## config.mk

```make
export PLATFORM = sky130hd
export DESIGN_NAME = countdown_digit_display
export DESIGN_NICKNAME = d
export VERILOG_FILES = /design/src/rtl/countdown_digit_display.sv
export SDC_FILE = /design/constraint.sdc
export NUM_CORES = 1
export LEC_CHECK = 0
export ABC_AREA = 1
export CORE_MARGIN = 2
export CORE_UTILIZATION = 41
export CTS_CLUSTER_DIAMETER = 200
export DETAILED_ROUTE_END_ITERATION = 7
export SKIP_CTS_REPAIR_TIMING = 1
export SYNTH_ARGS = -nofsm -noshare
export SYNTH_HDL_FRONTEND = slang
export SYNTH_SLANG_ARGS = --single-unit
```

## constraint.sdc

```tcl
create_clock -name pixel_clk -period 7.7 [get_ports pixel_clk]
set_input_delay 2.31 -clock pixel_clk [delete_from_list [all_inputs] [get_ports pixel_clk]]
set_output_delay 2.31 -clock pixel_clk [all_outputs]
set_load 0.05 [all_outputs]
```

## src/rtl/countdown_digit_display.sv

```systemverilog
// countdown_digit_display: mm:ss BCD countdown with a shared glyph ROM scanned across four digit slots
module countdown_digit_display #(
    parameter int WIDTH     = 64,
    parameter int HEIGHT    = 96,
    parameter int GAP       = 16,
    parameter int CLK_HZ    = 65000000,
    parameter int START_MIN = 5,
    parameter int START_SEC = 0
) (
    input  logic        pixel_clk,
    input  logic        rst_n,
    input  logic        start,
    input  logic        hold,
    input  logic [10:0] x,
    input  logic [9:0]  y,
    input  logic [10:0] hcount,
    input  logic [9:0]  vcount,
    output logic [15:0] rom_addr,
    input  logic [7:0]  rom_data,
    output logic [7:0]  pixel_index,
    output logic        pixel_on,
    output logic        running,
    output logic        expired
);
    localparam int PW = CLK_HZ > 1 ? $clog2(CLK_HZ) : 1;
    localparam int PITCH = WIDTH + GAP;
    localparam logic [3:0][3:0] T0 = {4'(START_MIN / 10), 4'(START_MIN % 10), 4'(START_SEC / 10), 4'(START_SEC % 10)};
    typedef enum logic [1:0] {IDLE, RUN, HOLD, DONE} state_t;
    state_t state;
    logic [3:0][3:0] t, nt;
    logic [PW-1:0] presc;
    logic [15:0] h16, v16, x16, y16, addr_c;
    logic hit_c, v1, v2;
    assign h16 = 16'(hcount);
    assign v16 = 16'(vcount);
    assign x16 = 16'(x);
    assign y16 = 16'(y);
    // one-second decrement of the BCD time; t[3]=m1, t[2]=m0, t[1]=s1, t[0]=s0
    always_comb begin
        nt = t;
        nt[0] = t[0] == 4'd0 ? 4'd9 : t[0] - 4'd1;
        if (t[0] == 4'd0) begin
            nt[1] = t[1] == 4'd0 ? 4'd5 : t[1] - 4'd1;
            if (t[1] == 4'd0) begin
                nt[2] = t[2] == 4'd0 ? 4'd9 : t[2] - 4'd1;
                if (t[2] == 4'd0) nt[3] = t[3] - 4'd1;
            end
        end
    end
    // countdown sequencer; hold beats a coincident prescaler wrap
    always_ff @(posedge pixel_clk) begin
        if (!rst_n) begin
            state <= IDLE;
            t <= T0;
            presc <= '0;
            running <= 1'b0;
            expired <= 1'b0;
        end else begin
            case (state)
                IDLE: begin
                    t <= T0;
                    presc <= '0;
                    if (start) begin
                        state <= T0 == '0 ? DONE : RUN;
                        running <= T0 != '0;
                        expired <= T0 == '0;
                    end
                end
                RUN: begin
                    if (hold) begin
                        state <= HOLD;
                        running <= 1'b0;
                    end else if (presc == PW'(CLK_HZ - 1)) begin
                        presc <= '0;
                        t <= nt;
                        if (nt == '0) begin
                            state <= DONE;
                            running <= 1'b0;
                            expired <= 1'b1;
                        end
                    end else begin
                        presc <= presc + PW'(1);
                    end
                end
                HOLD: begin
                    if (!hold) begin
                        state <= RUN;
                        running <= 1'b1;
                    end
                end
                default: t <= '0;
            endcase
        end
    end
    // slot hit test and glyph address for the current scan position
    always_comb begin
        addr_c = '0;
        hit_c = 1'b0;
        for (int k = 0; k < 4; k++) begin
            if (v16 >= y16 && v16 - y16 < 16'(HEIGHT) && h16 >= x16 + 16'(k * PITCH) && h16 - x16 - 16'(k * PITCH) < 16'(WIDTH)) begin
                hit_c = 1'b1;
                addr_c = 16'(t[2'(3 - k)]) * 16'(WIDTH * HEIGHT) + (h16 - x16 - 16'(k * PITCH)) + (v16 - y16) * 16'(WIDTH);
            end
        end
    end
    // address register, then slot-valid carried alongside the ROM read
    always_ff @(posedge pixel_clk) begin
        if (!rst_n) begin
            rom_addr <= '0;
            v1 <= 1'b0;
            v2 <= 1'b0;
            pixel_on <= 1'b0;
            pixel_index <= '0;
        end else begin
            rom_addr <= addr_c;
            v1 <= hit_c;
            v2 <= v1;
            pixel_on <= v2;
            pixel_index <= v2 ? rom_data : '0;
        end
    end
endmodule

```

==> flow_summary.ini <==
[grt]
grt_overflow = 0
grt_usage_pct = 19.5
grt_pass1_vias = 6296
grt_max_degree = 31
antenna_found_initial = 0
grt_pass1_wl_mm = 29.0

[routing]
wl_per_cell_um = 12.3
firstDrtPassIters = 5
wl_mm = 16.7
antenna_left = 0
drt_iter0_drc = 290
vias = 6668
drc = 0
routed_via_density = 4.90

[cells_and_area]
fin_nets = 1292
n_antenna_cell = 0
area_delta_synth_final_pct = 18.4
register_area_sq_um = 1460
fin_util_pct = 49.0
multi_input_area_sq_um = 4870
fill_cells = 1806
drive_gt1_share_pct = 5.02

[yosys]
synth_edf_count = 0
synth_nets = 1215
yosysUniqueCellTypes = 46
yosys.area_share.adder_pct = 20.5
synth-seq-cells = 73
synth_compound_area_share_pct = 13.5
synthSimpleGateAreaFrac_pct = 29.2
ys_warn_count = 0
syn_area_per_cell_sq_um = 6.73
synth_xor_area_share_pct = 5.50
synthMuxAreaShare_pct = 0
async_reset_ff_share_pct = 0
netlist_area_sq_um = 7090
synth_top_family_by_area = simple AND/OR/NAND/NOR gates
seq_area_frac_synth_pct = 20.6
synth_cells = 1053
ys.flop_type = dfxtp_1

[setup_path]
crit_slowest_cell = clkdlybuf4s50_1
crit_buf_inv = 6
worstPathRequired_ns = 7.96
slowest_delay_ns = 0.59
end_kind = flop
path_max_fanout = 6
path_class = in2reg
critPathLaunchType = primary input
crit_arrival_ns = 6.89
crit_family = adder cells
r2r_slack_ns = 4.54

[floorplan]
core_area_sq_um = 17100
rows = 48
die_h_um = 136
dieArea_sq_um = 18400
initial_core_util_pct = 41.4
fp.dieW_um = 136
ios = 81

[sta]
final.setup.tns_ns = 0
fin_crit_ns = 6.63
hold_viol_final = 0
finalSetupViolCount = 0
period_share_pct = 86.1
fin_skew_ns = 0.00576
fmax_ghz = 0.151
slew_headroom_pct = 18.3
tightest_slew_ns = 1.22
rsz0062_at_grt = no
report.final.slew_viol_count = 0

[cts]
root_buffer = clkbuf_16
cts.path.max_buffers = 2
cts.sinks = 73
cts_buffers = 9
cts_tree = yes
htreeDepth = 3
insertion_delay_ns = 0.34
path_clk_slew_ns = 0.06

[flow_run]
cap_violations = 0

[status]
status = completed

[place]
gp_congestion = 0.880
port_buffers = 80
place_hpwl_mm = 13.4

[pwr]
leakagePower_nw = 4.02
ir_drop_uv = 146
finalPower_w = 0.00205
p_per_area_nw_per_um2 = 245

[hold_path]
hold_class = reg2reg
[worst register-to-register path, delay by kind of cell (launching register included)]
family	cells	cell delay [ns]
xor+xnor	1	0.19
flops	1	0.42
simple gates	7	0.41
compound gates	3	0.53
buf+inv	2	0.10
fa+ha+maj	4	1.42
[logic make-up after synthesis]
group | after synthesis
AOI/OAI and AO/OA | 171
xor gates and xnor gates | 43
adders and majority gates | 108
buffers and inverters | 194
DFF | 73
and+or+nand+nor | 464
[layout by cell type, fill, tap and decap left out, types with 14 or more instances in the layout]
master,count
xor2_1,33
nand4_1,14
o21ai_0,52
a21oi_1,82
dfxtp_1,73
inv_1,175
nand2_1,241
nor3_1,20
nor2_1,74
clkdlybuf4s50_1,80
ha_1,94
fa_1,14
nand2_2,14
nand3_1,68
[routing by layer]
layer / vias to the layer above / global-route usage (%) / wire length, um
met5: - / 0 / 0
met4: 0 / 4.69 / 206
met3: 14 / 3.55 / 492
met2: 77 / 33.4 / 7840
met1: 3000 / 25.6 / 8190
li1: 3577 / - / -
[path summary, 6_finish.rpt]
kind | end | cells past startpoint | start
worst min-delay path | v2 | 2 | v1
worst max-delay path | rom_addr[15] | 26 | x[5]
worst min register to register | v2 | 2 | v1
worst max register to register | rom_addr[15] | 17 | t[0]
[cell usage after synthesis (11+ instances only)]
library cell / number / share of area, %
nand2_1: 241 / 13
inv_1: 175 / 9.3
ha_1: 94 / 17
a21oi_1: 82 / 5.8
nor2_1: 74 / 3.9
dfxtp_1: 73 / 21
nand3_1: 68 / 4.8
o21ai_0: 52 / 3.7
xor2_1: 33 / 4.1
nor3_1: 20 / 1.4
fa_1: 14 / 4.0
nand2_2: 14 / 1.2
nand4_1: 14 / 1.2
clkbuf_1: 11 / 0.58
[flip-flops by register name, indices dropped and copies added, names as in the netlist]
name and flops:
state 2, presc 26, expired 1, v2 1
t 16, running 1, rom_addr 16, pixel_index 8
pixel_on 1, v1 1
[area by class of cell]
class                      instances  share of cell area (%)
clock buffer                      12                    2.94
inverter                         180                    8.08
clock inverter                     4                   0.626
sequential                        73                    17.4
timing repair buffer              80                    9.54
tap                              225                    3.35
multi-input combinational        786                    58.1
[power breakdown]
part / total (W) / switching [W] / internal (W)
logic: 0.00119 / 0.000732 / 0.000463
registers: 0.000435 / 0.0000288 / 0.000407
clock network: 0.000424 / 0.000164 / 0.000260
total: 0.00205 / 0.000924 / 0.00113
[stage by stage]
step           setup WS (ns)  cell area, sq um  hold WS [ns]  cells
4_1_cts                 1.14              8400         0.426   1360
6_report                1.07              8400         0.424   1360
3_3_place_gp           0.813              8100         0.417   1344
3_5_place_dp           0.788              8100         0.413   1344
5_1_grt                0.605              8400         0.446   1360
2_1_floorplan           1.81              7090         0.390   1053
No activity file was read; power rests on OpenSTA's default activity.
==> edit (same flow settings) <==
The parameter `CLK_HZ` goes from 65000000 to 130000000.
--- a/src/rtl/countdown_digit_display.sv
+++ b/src/rtl/countdown_digit_display.sv
@@ -3,7 +3,7 @@
     parameter int WIDTH     = 64,
     parameter int HEIGHT    = 96,
     parameter int GAP       = 16,
-    parameter int CLK_HZ    = 65000000,
+    parameter int CLK_HZ    = 130000000,
     parameter int START_MIN = 5,
     parameter int START_SEC = 0
 ) (
Formal check against the unedited RTL: no difference found for any inputs over 10 cycles, from zero or initial values and one cycle with rst_n low; that may be too few to reach the edited logic, so the function may still have changed.
==> edit against the unedited design <==
Power rose by 0.28%. Critical path depth rose by 3. Die area rose by 4.3%. Cell area rose by 3.8%. Sequential cell count rose by 1. First-iteration DRC count rose by 27%. Register-to-register slack improved by 20 ps. Routed wire length rose by 2.6%. Setup slack improved by 96 ps. Synthesized area rose by 4.4%.
==> edit: results (changes against the unedited design) <==
| Metric | Value |
|---|---|
| Seq/Total Area, Yosys | `20.0% (-0.60 points)` |
| Nets | `1303 (+0.85%)` |
| Worst reg2reg setup slack | `4560 ps (+20 ps)` |
| Status | `completed` |
| Post-DR wirelength/cell | `12.5 um (+1.6%)` |
| Cell family with most CP delay | `simple AND/OR/NAND/NOR gates` |
| Leak pwr | `0.00414 uW (+3.0%)` |
| Layout Skew | `7.45 ps (+1.69 ps)` |
| Post-synth cell types | `53 (+15%)` |
| DP Wirelength | `14000 um (+4.2%)` |
| Worst r2r path cells | `15 (-2)` |
| First-pass GRT wire length | `29500 um (+1.5%)` |
| Data arrival, critical path | `6790 ps (-100 ps)` |
| Biggest regs | `presc: 27 flops, rom_addr: 16 flops, t: 16 flops` |
| Pre-CTS setup slack | `805 ps (+17.3 ps)` |
| Reg2reg start | `t[4]` |
| Synth cell count leaders | `nand2_1 (208), inv_1 (180), ha_1 (95)` |
| Share of layout cells above drive strength 1 | `8.91% (+3.9 points)` |
| Number of detailed-route iterations in the first pass | `6 (+1)` |
| Peak supply drop | `0.164 mV (+12%)` |
| Routability-driven placement congestion ratio | `0.852 (-3.1%)` |
| Vias | `6749 (+1.2%)` |
| DR iter-0 viols | `367 (+27%)` |
| GRT Util Overall | `18.1% (-1.4 points)` |
| YS warnings | `0 (unchanged)` |
edit: cell count changes after synthesis, moves of 8 or more:
cell,unedited run,this run
nand2_1,241,208
a21oi_1,82,51
nand2_2,14,32
o21ai_0,52,41
nor2_1,74,83
xor2_1,33,42
nor2_2,3,11
edit: logic make-up (layout without fill, tap and decap cells):
group	count (synthesis)	in the layout	synth area share, %
XOR/XNOR	53	53	6.66
flip-flops	74	74	20.0
adder cells (fa/ha/maj)	109	109	19.8
AO/OA/AOI/OAI	150	150	12.5
buffers and inverters	204	284	10.7
AND/OR/NAND/NOR	475	475	30.3
edit: power by group:
group	total, uW	switching, uW	internal, uW
logic	1190	726	465
clock network	436	178	258
registers	434	25.5	408
total	2060	929	1130
edit: per-stage QoR:
stage,hold slack (ps),total power [uW],area [sq um],utilization [%],std cells
6_report,411,2060,8710,48.8,1374
3_3_place_gp,394,1620,8400,47.1,1358
2_1_floorplan,390,1370,7400,-,1065
3_5_place_dp,397,1630,8400,47.1,1358
4_1_cts,411,2070,8710,48.8,1374
5_1_grt,425,2260,8710,48.8,1374
edit: final cells by class:
type | count | area, sq um
well taps | 229 | 287
clock inverters | 7 | 85.1
clock buffers | 9 | 225
repair buffers | 81 | 808
flip-flops and latches | 74 | 1480
inverters | 187 | 702
multi-input cells | 787 | 5130
fillers | 1808 | 9130
edit: tightest hold or removal path: cells and delay by family (launching register included):
family                 cells  cell delay, ps
buffers and inverters      1              40
DFF                        1             300
and+or+nand+nor            1              40
edit: how the worst max path moves through the flow:
stage | end | cells after the start | startpoint
finish | rom_addr[15] | 29 | x[4]
CTS | rom_addr[15] | 29 | x[4]
detailed placement | rom_addr[15] | 29 | x[4]
global route | rom_addr[15] | 29 | x[4]
floorplan | rom_addr[15] | 29 | hcount[0]
global placement | rom_addr[14] | 28 | x[0]
edit: per-layer routing:
| metal | track usage [%] | vias to the layer above | part of all wire (%) |
|---|---|---|---|
| li1 | - | 3595 | - |
| met1 | 25.7 | 3032 | 51 |
| met2 | 29.7 | 105 | 45 |
| met3 | 1.84 | 17 | 2.7 |
| met4 | 4.46 | 0 | 1.1 |
| met5 | 0 | - | 0 |
